`config.mk`:
```
export PLATFORM = sky130hd
export DESIGN_NAME = blit_engine
export DESIGN_NICKNAME = d
export VERILOG_FILES = /design/src/rtl/blit_engine.sv
export SDC_FILE = /design/constraint.sdc
export NUM_CORES = 1
export LEC_CHECK = 0
export ABC_AREA = 1
export BUFFER_PORTS_ARGS = -buffer_cell sky130_fd_sc_hd__buf_2
export CORE_MARGIN = 2
export CORE_UTILIZATION = 55
export DETAILED_ROUTE_END_ITERATION = 8
export GPL_TIMING_DRIVEN = 1
export PLACE_DENSITY = 0.78
export SYNTH_ARGS = -nofsm -noshare
export SYNTH_HDL_FRONTEND = slang
export SYNTH_SLANG_ARGS = --single-unit
```
`constraint.sdc`:
```
create_clock -name clk_b -period 2.65 [get_ports clk_b]
set_input_delay 0.1325 -clock clk_b [delete_from_list [all_inputs] [get_ports clk_b]]
set_output_delay 0.1325 -clock clk_b [all_outputs]
set_load 0.02 [all_outputs]
```
`src/rtl/blit_engine.sv`:
```
`default_nettype none
// ============================================================================
// Module   : blit_engine
// Purpose  : 1-bpp rectangle engine (FILL / COPY / INVERT) that walks a
//            320x200 framebuffer one pixel at a time through RAM port B,
//            clipping off-screen pixels and ordering COPY scans so that
//            overlapping source/destination rectangles copy correctly.
// Revision : 1.0  initial release
// ============================================================================
module blit_engine (
   input  logic       clk_b,
   input  logic       reset,
   input  logic       cmd_valid,
   output logic       cmd_ready,
   input  logic [1:0] cmd_op,
   input  logic [8:0] cmd_dx,
   input  logic [7:0] cmd_dy,
   input  logic [8:0] cmd_sx,
   input  logic [7:0] cmd_sy,
   input  logic [8:0] cmd_w,
   input  logic [7:0] cmd_h,
   input  logic       cmd_color,
   output logic       busy,
   output logic       done,
   output logic [8:0] mem_x,
   output logic [7:0] mem_y,
   output logic       mem_read,
   output logic       mem_write,
   output logic       mem_wdata,
   input  logic       mem_rdata,
   input  logic       mem_rdy
);

   localparam logic [1:0] c_OP_FILL   = 2'b00;
   localparam logic [1:0] c_OP_COPY   = 2'b01;
   localparam logic [1:0] c_OP_INVERT = 2'b10;
   localparam logic [1:0] c_OP_RSVD   = 2'b11;
   localparam logic [9:0] c_FB_W      = 10'd320;
   localparam logic [8:0] c_FB_H      = 9'd200;

   typedef enum logic [2:0] {
      IDLE    = 3'd0,
      SETUP   = 3'd1,
      RD_REQ  = 3'd2,
      RD_WAIT = 3'd3,
      WR_REQ  = 3'd4,
      WR_WAIT = 3'd5,
      ADV     = 3'd6,
      FINISH  = 3'd7
   } state_t;

   state_t     r_state;
   logic [1:0] r_op;
   logic [8:0] r_dx;
   logic [7:0] r_dy;
   logic [8:0] r_sx;
   logic [7:0] r_sy;
   logic [8:0] r_w;
   logic [7:0] r_h;
   logic       r_color;
   logic       r_rev;
   logic       r_armed;
   logic       r_rdata;
   logic [8:0] r_col;
   logic [7:0] r_row;

   // Pixel coordinates are formed one bit wider than the inputs so that a
   // rectangle hanging off the right/bottom edge never wraps back on-screen.
   logic [9:0] w_dst_x;
   logic [8:0] w_dst_y;
   logic [9:0] w_src_x;
   logic [8:0] w_src_y;
   logic       w_dst_clip;
   logic       w_src_clip;
   logic       w_skip;
   logic       w_last;
   logic       w_rev;
   state_t     w_pix_start;
   logic [9:0] w_rd_x;
   logic [8:0] w_rd_y;

   assign cmd_ready   = (r_state == IDLE);

   assign w_dst_x     = {1'b0, r_dx} + {1'b0, r_col};
   assign w_dst_y     = {1'b0, r_dy} + {1'b0, r_row};
   assign w_src_x     = {1'b0, r_sx} + {1'b0, r_col};
   assign w_src_y     = {1'b0, r_sy} + {1'b0, r_row};
   assign w_dst_clip  = (w_dst_x >= c_FB_W) || (w_dst_y >= c_FB_H);
   assign w_src_clip  = (w_src_x >= c_FB_W) || (w_src_y >= c_FB_H);
   assign w_skip      = w_dst_clip || ((r_op == c_OP_COPY) && w_src_clip);

   // COPY reads its source, INVERT reads the destination it will overwrite.
   assign w_rd_x      = (r_op == c_OP_COPY) ? w_src_x : w_dst_x;
   assign w_rd_y      = (r_op == c_OP_COPY) ? w_src_y : w_dst_y;

   // Walking backwards when the destination lies after the source keeps
   // every source pixel unread-over until it has been copied.
   assign w_rev       = (r_op == c_OP_COPY) &&
                        ((r_dy > r_sy) || ((r_dy == r_sy) && (r_dx > r_sx)));

   assign w_last      = r_rev ? ((r_col == 9'd0) && (r_row == 8'd0))
                              : ((r_col == r_w - 9'd1) && (r_row == r_h - 8'd1));

   assign w_pix_start = (r_op == c_OP_FILL) ? WR_REQ : RD_REQ;

   // Command sequencer: one pixel read/modify/write at a time, all outputs registered.
   always_ff @(posedge clk_b) begin
      if (reset) begin
         r_state   <= IDLE;
         r_op      <= 2'b00;
         r_dx      <= 9'd0;
         r_dy      <= 8'd0;
         r_sx      <= 9'd0;
         r_sy      <= 8'd0;
         r_w       <= 9'd0;
         r_h       <= 8'd0;
         r_color   <= 1'b0;
         r_rev     <= 1'b0;
         r_armed   <= 1'b0;
         r_rdata   <= 1'b0;
         r_col     <= 9'd0;
         r_row     <= 8'd0;
         busy      <= 1'b0;
         done      <= 1'b0;
         mem_x     <= 9'd0;
         mem_y     <= 8'd0;
         mem_read  <= 1'b0;
         mem_write <= 1'b0;
         mem_wdata <= 1'b0;
      end else begin
         case (r_state)
            IDLE: begin
               done <= 1'b0;
               if (cmd_valid) begin
                  r_op    <= cmd_op;
                  r_dx    <= cmd_dx;
                  r_dy    <= cmd_dy;
                  r_sx    <= cmd_sx;
                  r_sy    <= cmd_sy;
                  r_w     <= cmd_w;
                  r_h     <= cmd_h;
                  r_color <= cmd_color;
                  busy    <= 1'b1;
                  r_state <= SETUP;
               end
            end
            SETUP: begin
               if ((r_w == 9'd0) || (r_h == 8'd0) || (r_op == c_OP_RSVD)) begin
                  done    <= 1'b1;
                  r_state <= FINISH;
               end else begin
                  r_rev   <= w_rev;
                  r_col   <= w_rev ? (r_w - 9'd1) : 9'd0;
                  r_row   <= w_rev ? (r_h - 8'd1) : 8'd0;
                  r_state <= w_pix_start;
               end
            end
            RD_REQ: begin
               if (w_skip) begin
                  r_state <= ADV;
               end else if (mem_rdy) begin
                  mem_read <= 1'b1;
                  mem_x    <= w_rd_x[8:0];
                  mem_y    <= w_rd_y[7:0];
                  r_armed  <= 1'b0;
                  r_state  <= RD_WAIT;
               end
            end
            RD_WAIT: begin
               // mem_rdy is stale during the strobe and the cycle after it.
               mem_read <= 1'b0;
               if (!mem_read) begin
                  if (!r_armed) begin
                     r_armed <= 1'b1;
                  end else if (mem_rdy) begin
                     r_rdata <= mem_rdata;
                     r_state <= WR_REQ;
                  end
               end
            end
            WR_REQ: begin
               if (w_skip) begin
                  r_state <= ADV;
               end else if (mem_rdy) begin
                  mem_write <= 1'b1;
                  mem_x     <= w_dst_x[8:0];
                  mem_y     <= w_dst_y[7:0];
                  case (r_op)
                     c_OP_COPY:   mem_wdata <= r_rdata;
                     c_OP_INVERT: mem_wdata <= ~r_rdata;
                     default:     mem_wdata <= r_color;
                  endcase
                  r_armed   <= 1'b0;
                  r_state   <= WR_WAIT;
               end
            end
            WR_WAIT: begin
               mem_write <= 1'b0;
               if (!mem_write) begin
                  if (!r_armed) begin
                     r_armed <= 1'b1;
                  end else if (mem_rdy) begin
                     r_state <= ADV;
                  end
               end
            end
            ADV: begin
               if (w_last) begin
                  done    <= 1'b1;
                  r_state <= FINISH;
               end else begin
                  if (r_rev) begin
                     if (r_col == 9'd0) begin
                        r_col <= r_w - 9'd1;
                        r_row <= r_row - 8'd1;
                     end else begin
                        r_col <= r_col - 9'd1;
                     end
                  end else begin
                     if (r_col == r_w - 9'd1) begin
                        r_col <= 9'd0;
                        r_row <= r_row + 8'd1;
                     end else begin
                        r_col <= r_col + 9'd1;
                     end
                  end
                  r_state <= w_pix_start;
               end
            end
            FINISH: begin
               done    <= 1'b0;
               busy    <= 1'b0;
               r_state <= IDLE;
            end
            default: begin
               r_state <= IDLE;
            end
         endcase
      end
   end

endmodule
`default_nettype wire

```
# Yosys cells after proc, flatten, opt, wreduce, memory -nomap -nowiden
# Cells that the tools add are included.
[op_classes]
n_mux = 57
div_mod_pow = 0
n_mul = 0
n_eq_ne = 34
order_cmp = 6
reduce_logical = 39
shift = 0
n_bitwise = 4
add_sub_neg = 10
[op_table]
columns = ["operator", "count"]
rows = [
  ["two-way mux 9 bit", 11],
  ["two-way mux 8 bit", 11],
  ["two-way mux 3 bit", 14],
  ["one-hot mux 9 bit (2 select lines)", 2],
  ["!= test 2 bit (second input constant)", 16],
  ["one-hot mux 8 bit (2 select lines)", 2],
  ["one-hot mux 3 bit (8 select lines)", 1],
  ["adder 9 x 9 -> 10 bit", 2],
  [">= comparator 10 x 9 -> 1 bit (second input constant)", 2],
  ["adder 8 x 8 -> 9 bit", 2],
  [">= comparator 9 x 8 -> 1 bit (second input constant)", 2],
  ["zero test 9 bit", 2],
  ["subtractor 9 x 1 -> 9 bit (second input constant)", 2],
  ["equality test 8 bit", 2],
  ["zero test 8 bit", 2],
  ["subtractor 8 x 1 -> 8 bit (second input constant)", 2],
  ["AND reduction 3 bit", 5],
  ["AND reduction 5 bit", 3],
  ["equality test 3 bit (second input constant)", 4],
  ["!= test 3 bit (second input constant)", 4],
  ["two-way mux 1 bit", 10],
  ["nonzero test 2 bit", 5],
  ["adder 9 x 1 -> 9 bit (second input constant)", 1],
  ["equality test 9 bit", 1],
  ["other kinds (20)", 42],
]
[totals]
wordCells = 171
mem_count = 0
mem_bits_rw = 0
inputBits = 59
mem_bits_ro = 0
latch_bits = 0
register_bits = 99
out_inout_bits = 23

# Logic depth before layout (Yosys ltp)
[logic_depth]
word_depth = 7
ltp_mapped = 20
depth_no_buf = 19

# Least setup slack after synthesis
# OpenSTA, ideal clock, no wires.
[synth_timing]
path_type = "register -> register"
start = "reg r_col[0]"
end = "reg mem_x[5]"
stages_incl_launch_ff = 15
setup_ns = 0.128
arrival_ns = 2.311
period_less_slack_ns = 2.439
path_buffers = 1
required_ns = 2.522
path_slack_ns = 0.211
path_cell_list = "dfxtp_1 ha_1 inv_1 fa_1 o21ai_1 nand2_1 nand3_1 nand2_1 a21oi_1 nand3_1 nor2_2 nand3_1 buf_2 o21ai_0 nor2_1"
[synth_between]
elab_chain_cells = 7
elab_cells_between_ends = 17
classes_between = "add/sub: 2; order compare: 2; eq/ne: 2; mux: 6; reduce/logical: 5"
[synth_lines]
columns = ["element", "line", "rtl"]
rows = [
  ["start, declared", "64", "logic [8:0] r_col;"],
  ["start signal, assigned", "153", "r_col <= w_rev ? (r_w - 9'd1) : 9'd0;"],
  ["start signal, assigned", "214", "r_col <= r_w - 9'd1;"],
  ["start signal, assigned", "217", "r_col <= r_col - 9'd1;"],
  ["adder 9 x 9 -> 10 bit", "86", "assign w_src_x = {1'b0, r_sx} + {1'b0, r_col};"],
  [">= comparator 10 x 9 -> 1 bit", "89", "assign w_src_clip = (w_src_x >= c_FB_W) || (w_src_y >= c_FB_H);"],
  ["logical OR 1 bit", "89", ""],
  ["logical AND 1 bit", "90", "assign w_skip = w_dst_clip || ((r_op == c_OP_COPY) && w_src_clip);"],
  ["logical OR 1 bit", "90", ""],
  ["!= test 2 bit (no line)", "n/a", ""],
  ["AND reduction 5 bit (no line)", "n/a", ""],
  ["end signal, assigned", "163", "mem_x <= w_rd_x[8:0];"],
  ["end signal, assigned", "186", "mem_x <= w_dst_x[8:0];"],
  ["end, declared", "25", "output logic [8:0] mem_x,"],
]
# Parallel ways exist; a longest one is shown, timed or not. The select of a mux whose other input is x is not followed.
# A chain may end at the register's enable or synchronous reset.

# Final worst setup path
[layout_timing]
start = "reg r_sy[7]"
end = "reg r_row[1]"
[layout_between]
elab_chain_cells = 7
elab_cells_between_ends = 8
classes_between = "order compare: 1; eq/ne: 1; mux: 3; reduce/logical: 3"
[layout_lines]
columns = ["element", "line", "rtl"]
rows = [
  ["start, declared", "57", "logic [7:0] r_sy;"],
  ["start signal, assigned", "139", "r_sy <= cmd_sy;"],
  ["branches (longest 2 deep; another with > comparator 8 bit)", "n/a", ""],
  ["logical OR 1 bit *", "99", "((r_dy > r_sy) || ((r_dy == r_sy) && (r_dx > r_sx)));"],
  ["logical AND 1 bit *", "98", "assign w_rev = (r_op == c_OP_COPY) &&"],
  ["two-way mux 8 bit *", "154", "r_row <= w_rev ? (r_h - 8'd1) : 8'd0;"],
  ["two-way mux 8 bit *", "148", "if ((r_w == 9'd0) || (r_h == 8'd0) || (r_op == c_OP_RSVD)) begin"],
  ["one-hot mux 8 bit (2 select lines) *", "131", "case (r_state)"],
  ["end signal, assigned", "154", ""],
  ["end signal, assigned", "215", "r_row <= r_row - 8'd1;"],
  ["end signal, assigned", "222", "r_row <= r_row + 8'd1;"],
  ["end, declared", "65", "logic [7:0] r_row;"],
]
# Mark *: on every way between the ends. The select of a mux whose other input is x is not followed.

==> qor.yml <==
outcome:
  outcome: "finished clean"
clock_network:
  ctsHtreeMaxLevel: 3
  cts_tree: "yes"
  cts_sinks: 99
  path_clk_slew_ns: 0.07
  cts-hold-fix-buffers: 0
  numCtsBuffers: 9
  clk_path_buf_depth: 2
  insertion_delay_ns: 0.37
  cts-root-buf: "clkbuf_16"
yosys:
  ys_async_sr_fraction_pct: 0
  post_synth_inst_count: 1250
  synth_area_leader_cell: "dfxtp_1"
  ys_ff_latch: 99
  synth_edf_count: 0
  synth.area.top_cells: "dfxtp_1 25%, nand2_1 16%, ha_1 11%"
  yosysUniqueCellTypes: 43
  yosysSeqAreaShare_pct: 25.5
  syn_nets: 1380
  synth_warnings: 0
  avgSynthCellArea_sq_um: 6.23
  yosysTopAreaCellShare_pct: 25.5
  synth_ff_type: "dfxtp_1"
  synth_area_sq_um: 7780
hold_path:
  hold_class: "in -> reg"
  hold_start: "cmd_dx[7]"
  hold_depth: 3
  hold_path_end: "r_dx[7]$_SDFFE_PP0P_"
sta:
  setup_viol: 0
  setup_ws_ns: 0.180
  hold_violations: 0
  rsz0062_at_grt: "false"
  slew_violations: 0
  fin_skew_ns: 0.00653
  slew_headroom_pct: 52.2
  clock.fmax_mhz: 405
  fin_crit_sh_pct: 93.2
  fin_crit_ns: 2.47
  tightest_slew_ns: 0.716
final_layout:
  multi_input_area_sq_um: 5120
  layout_common_cells: "330 x nand2_1, 145 x inv_1, 134 x nor2_1"
  syn2layout_area_growth_pct: 15.4
  final_common_cell: "nand2_1"
  utilization_pct: 64.9
  final_layout_size_suffix_gt1_share_pct: 13.2
  diodes: 0
  regArea_sq_um: 1980
  n_fill_cell: 1288
  final_net_count: 1475
place:
  dpl.hpwl_um: 16900
  place_congestion: 0.971
  place_ws_ns: -0.105
  port-buffer-count: 81
drt:
  postRouteAntennaNets: 0
  routed_wl_um: 22000
  wl_per_cell_um: 14.4
  vias: 8403
  viasPerCell: 5.49
  drc: 0
  drt_iter0_drc: 613
  drtPass1Iterations: 6
floorplanning:
  dieArea_sq_um: 15100
  chipHeight_um: 123
  core_sq_um: 13800
  fp.dieW_um: 123
  start_util_pct: 56.3
  ios: 82
  rows: 43
power:
  pwr-share-seq_pct: 22.7
  p_leak_nw: 4.52
  power.density_nw_per_um2: 1150
  p_switching_mw: 5.25
  ir_drop_v: 0.000603
  p_int_mw: 5.11
  p_clk_share_pct: 13.7
  p_comb_share_pct: 63.7
  swShare_pct: 50.7
worst_setup_path:
  r2r_setup_slack_ns: 0.18
  timing.rr.end: "r_row[1]$_SDFFE_PP0P_"
  reg2reg_from: "r_sy[7]$_SDFFE_PP0P_"
  cp-end-kind: "register"
  critPathLaunchType: "register"
  cp.required_ns: 2.96
  worstSetupPathType: "reg -> reg"
  path_max_fanout: 9
  r2r_cells: 14
  arrival_ns: 2.78
global_routing:
  grt_usage_pct: 29.6
  grt-ovfl-total: 0
  grt_pass1_wl_um: 35200
  antenna_found_initial: 0
  grt_max_degree: 64
  grt_pass1_vias: 7421
run:
  maxCapViolCount: 0
## what timing repair did
item / 4_1_cts / 5_1_grt
pin swaps: 0 / 2
setup endpoints to repair: 19 / 41
buffers inserted: 0 / 4
resized for setup: 3 / 18
## power by group through the flow
stage,registers (mW),logic [mW],clock network [mW]
after floorplan,2.40,4.55,0
after global placement,2.36,6.20,0
after detailed placement,2.37,6.29,0
after CTS,2.34,6.35,1.43
after global routing,2.40,7.41,1.51
final,2.35,6.60,1.41
## Yosys cell counts (all sizes together), types with 14 or more instances
cell type	count
nand2	335
inv	148
nor2	143
a21oi	116
nand3	107
dfxtp	99
o21ai	92
ha	66
clkbuf	27
nand4	23
nor3	16
xor2	14
## worst max path at each step
| stage | startpoint | endpoint | slack (ns) | cells after the start |
|---|---|---|---|---|
| floorplan | r_col[0]$_SDFFE_PP0P_ | mem_x[5]$_SDFFE_PP0P_ | 0.21 | 14 |
| global placement | r_sy[1]$_SDFFE_PP0P_ | r_row[2]$_SDFFE_PP0P_ | -0.03 | 13 |
| detailed placement | r_sy[1]$_SDFFE_PP0P_ | r_col[7]$_SDFFE_PP0P_ | -0.10 | 11 |
| CTS | r_col[0]$_SDFFE_PP0P_ | mem_x[5]$_SDFFE_PP0P_ | 0.01 | 14 |
| global route | r_col[0]$_SDFFE_PP0P_ | mem_x[1]$_SDFFE_PP0P_ | 0.007 | 14 |
| finish | r_sy[7]$_SDFFE_PP0P_ | r_row[1]$_SDFFE_PP0P_ | 0.18 | 14 |
## sequential cells by signal (all words and copies together) (netlist names), 9 cells and up
register  cells
mem_x         9
r_w           9
r_sx          9
r_col         9
r_dx          9
## cells by family (layout without fill, tap and decap cells)
logic type      count (synthesis)  after routing  synth area share (%)
mux                             1              1                 0.129
simple gates                  639            639                  35.0
buf+inv                       189            289                  9.58
fa+ha+maj                      71             71                  11.9
flops                          99             99                  25.5
xor+xnor                       21             21                  2.36
compound gates                230            230                  15.5
## critical path: stages (launching register included)
cell and delay (ns):
dfxtp_1 0.36, inv_1 0.07, ha_1 0.32, nand4_1 0.12
nor3_1 0.30, nor3b_1 0.10, a21oi_1 0.36, a21boi_4 0.28
buf_12 0.15, nand2_1 0.05, nand2_1 0.05, inv_1 0.04
nand2_1 0.04, nand2_1 0.04, nor2_1 0.10
## cell type report
class | instances | share of cell area (%)
Sequential cell | 99 | 22.1
Clock inverter | 7 | 0.920
Timing Repair Buffer | 123 | 8.59
Multi-Input combinational cell | 962 | 57.1
Tap cell | 180 | 2.51
Clock buffer | 9 | 2.51
Inverter | 150 | 6.30
## per-layer routing
| metal | share of wire (%) | GRT usage [%] | up-vias |
|---|---|---|---|
| met2 | 47 | 49.1 | 277 |
| met5 | 0 | 0 | - |
| li1 | - | - | 4279 |
| met4 | 2.0 | 8.62 | 0 |
| met1 | 45 | 39.0 | 3809 |
| met3 | 5.8 | 5.86 | 38 |
## stage by stage
stage	instances	power [mW]	instance area (sq um)	TNS, ns	hold WS [ns]
global route	1530	11.3	8980	0	0.0381
detailed placement	1510	8.66	8540	-0.644	0.414
finish	1530	10.4	8980	0	0.0304
global placement	1510	8.55	8540	-0.108	0.409
floorplan	1250	6.95	7780	0	0.202
CTS	1526	10.1	8870	0	0.0314
Power figures use the tool's default switching activity.
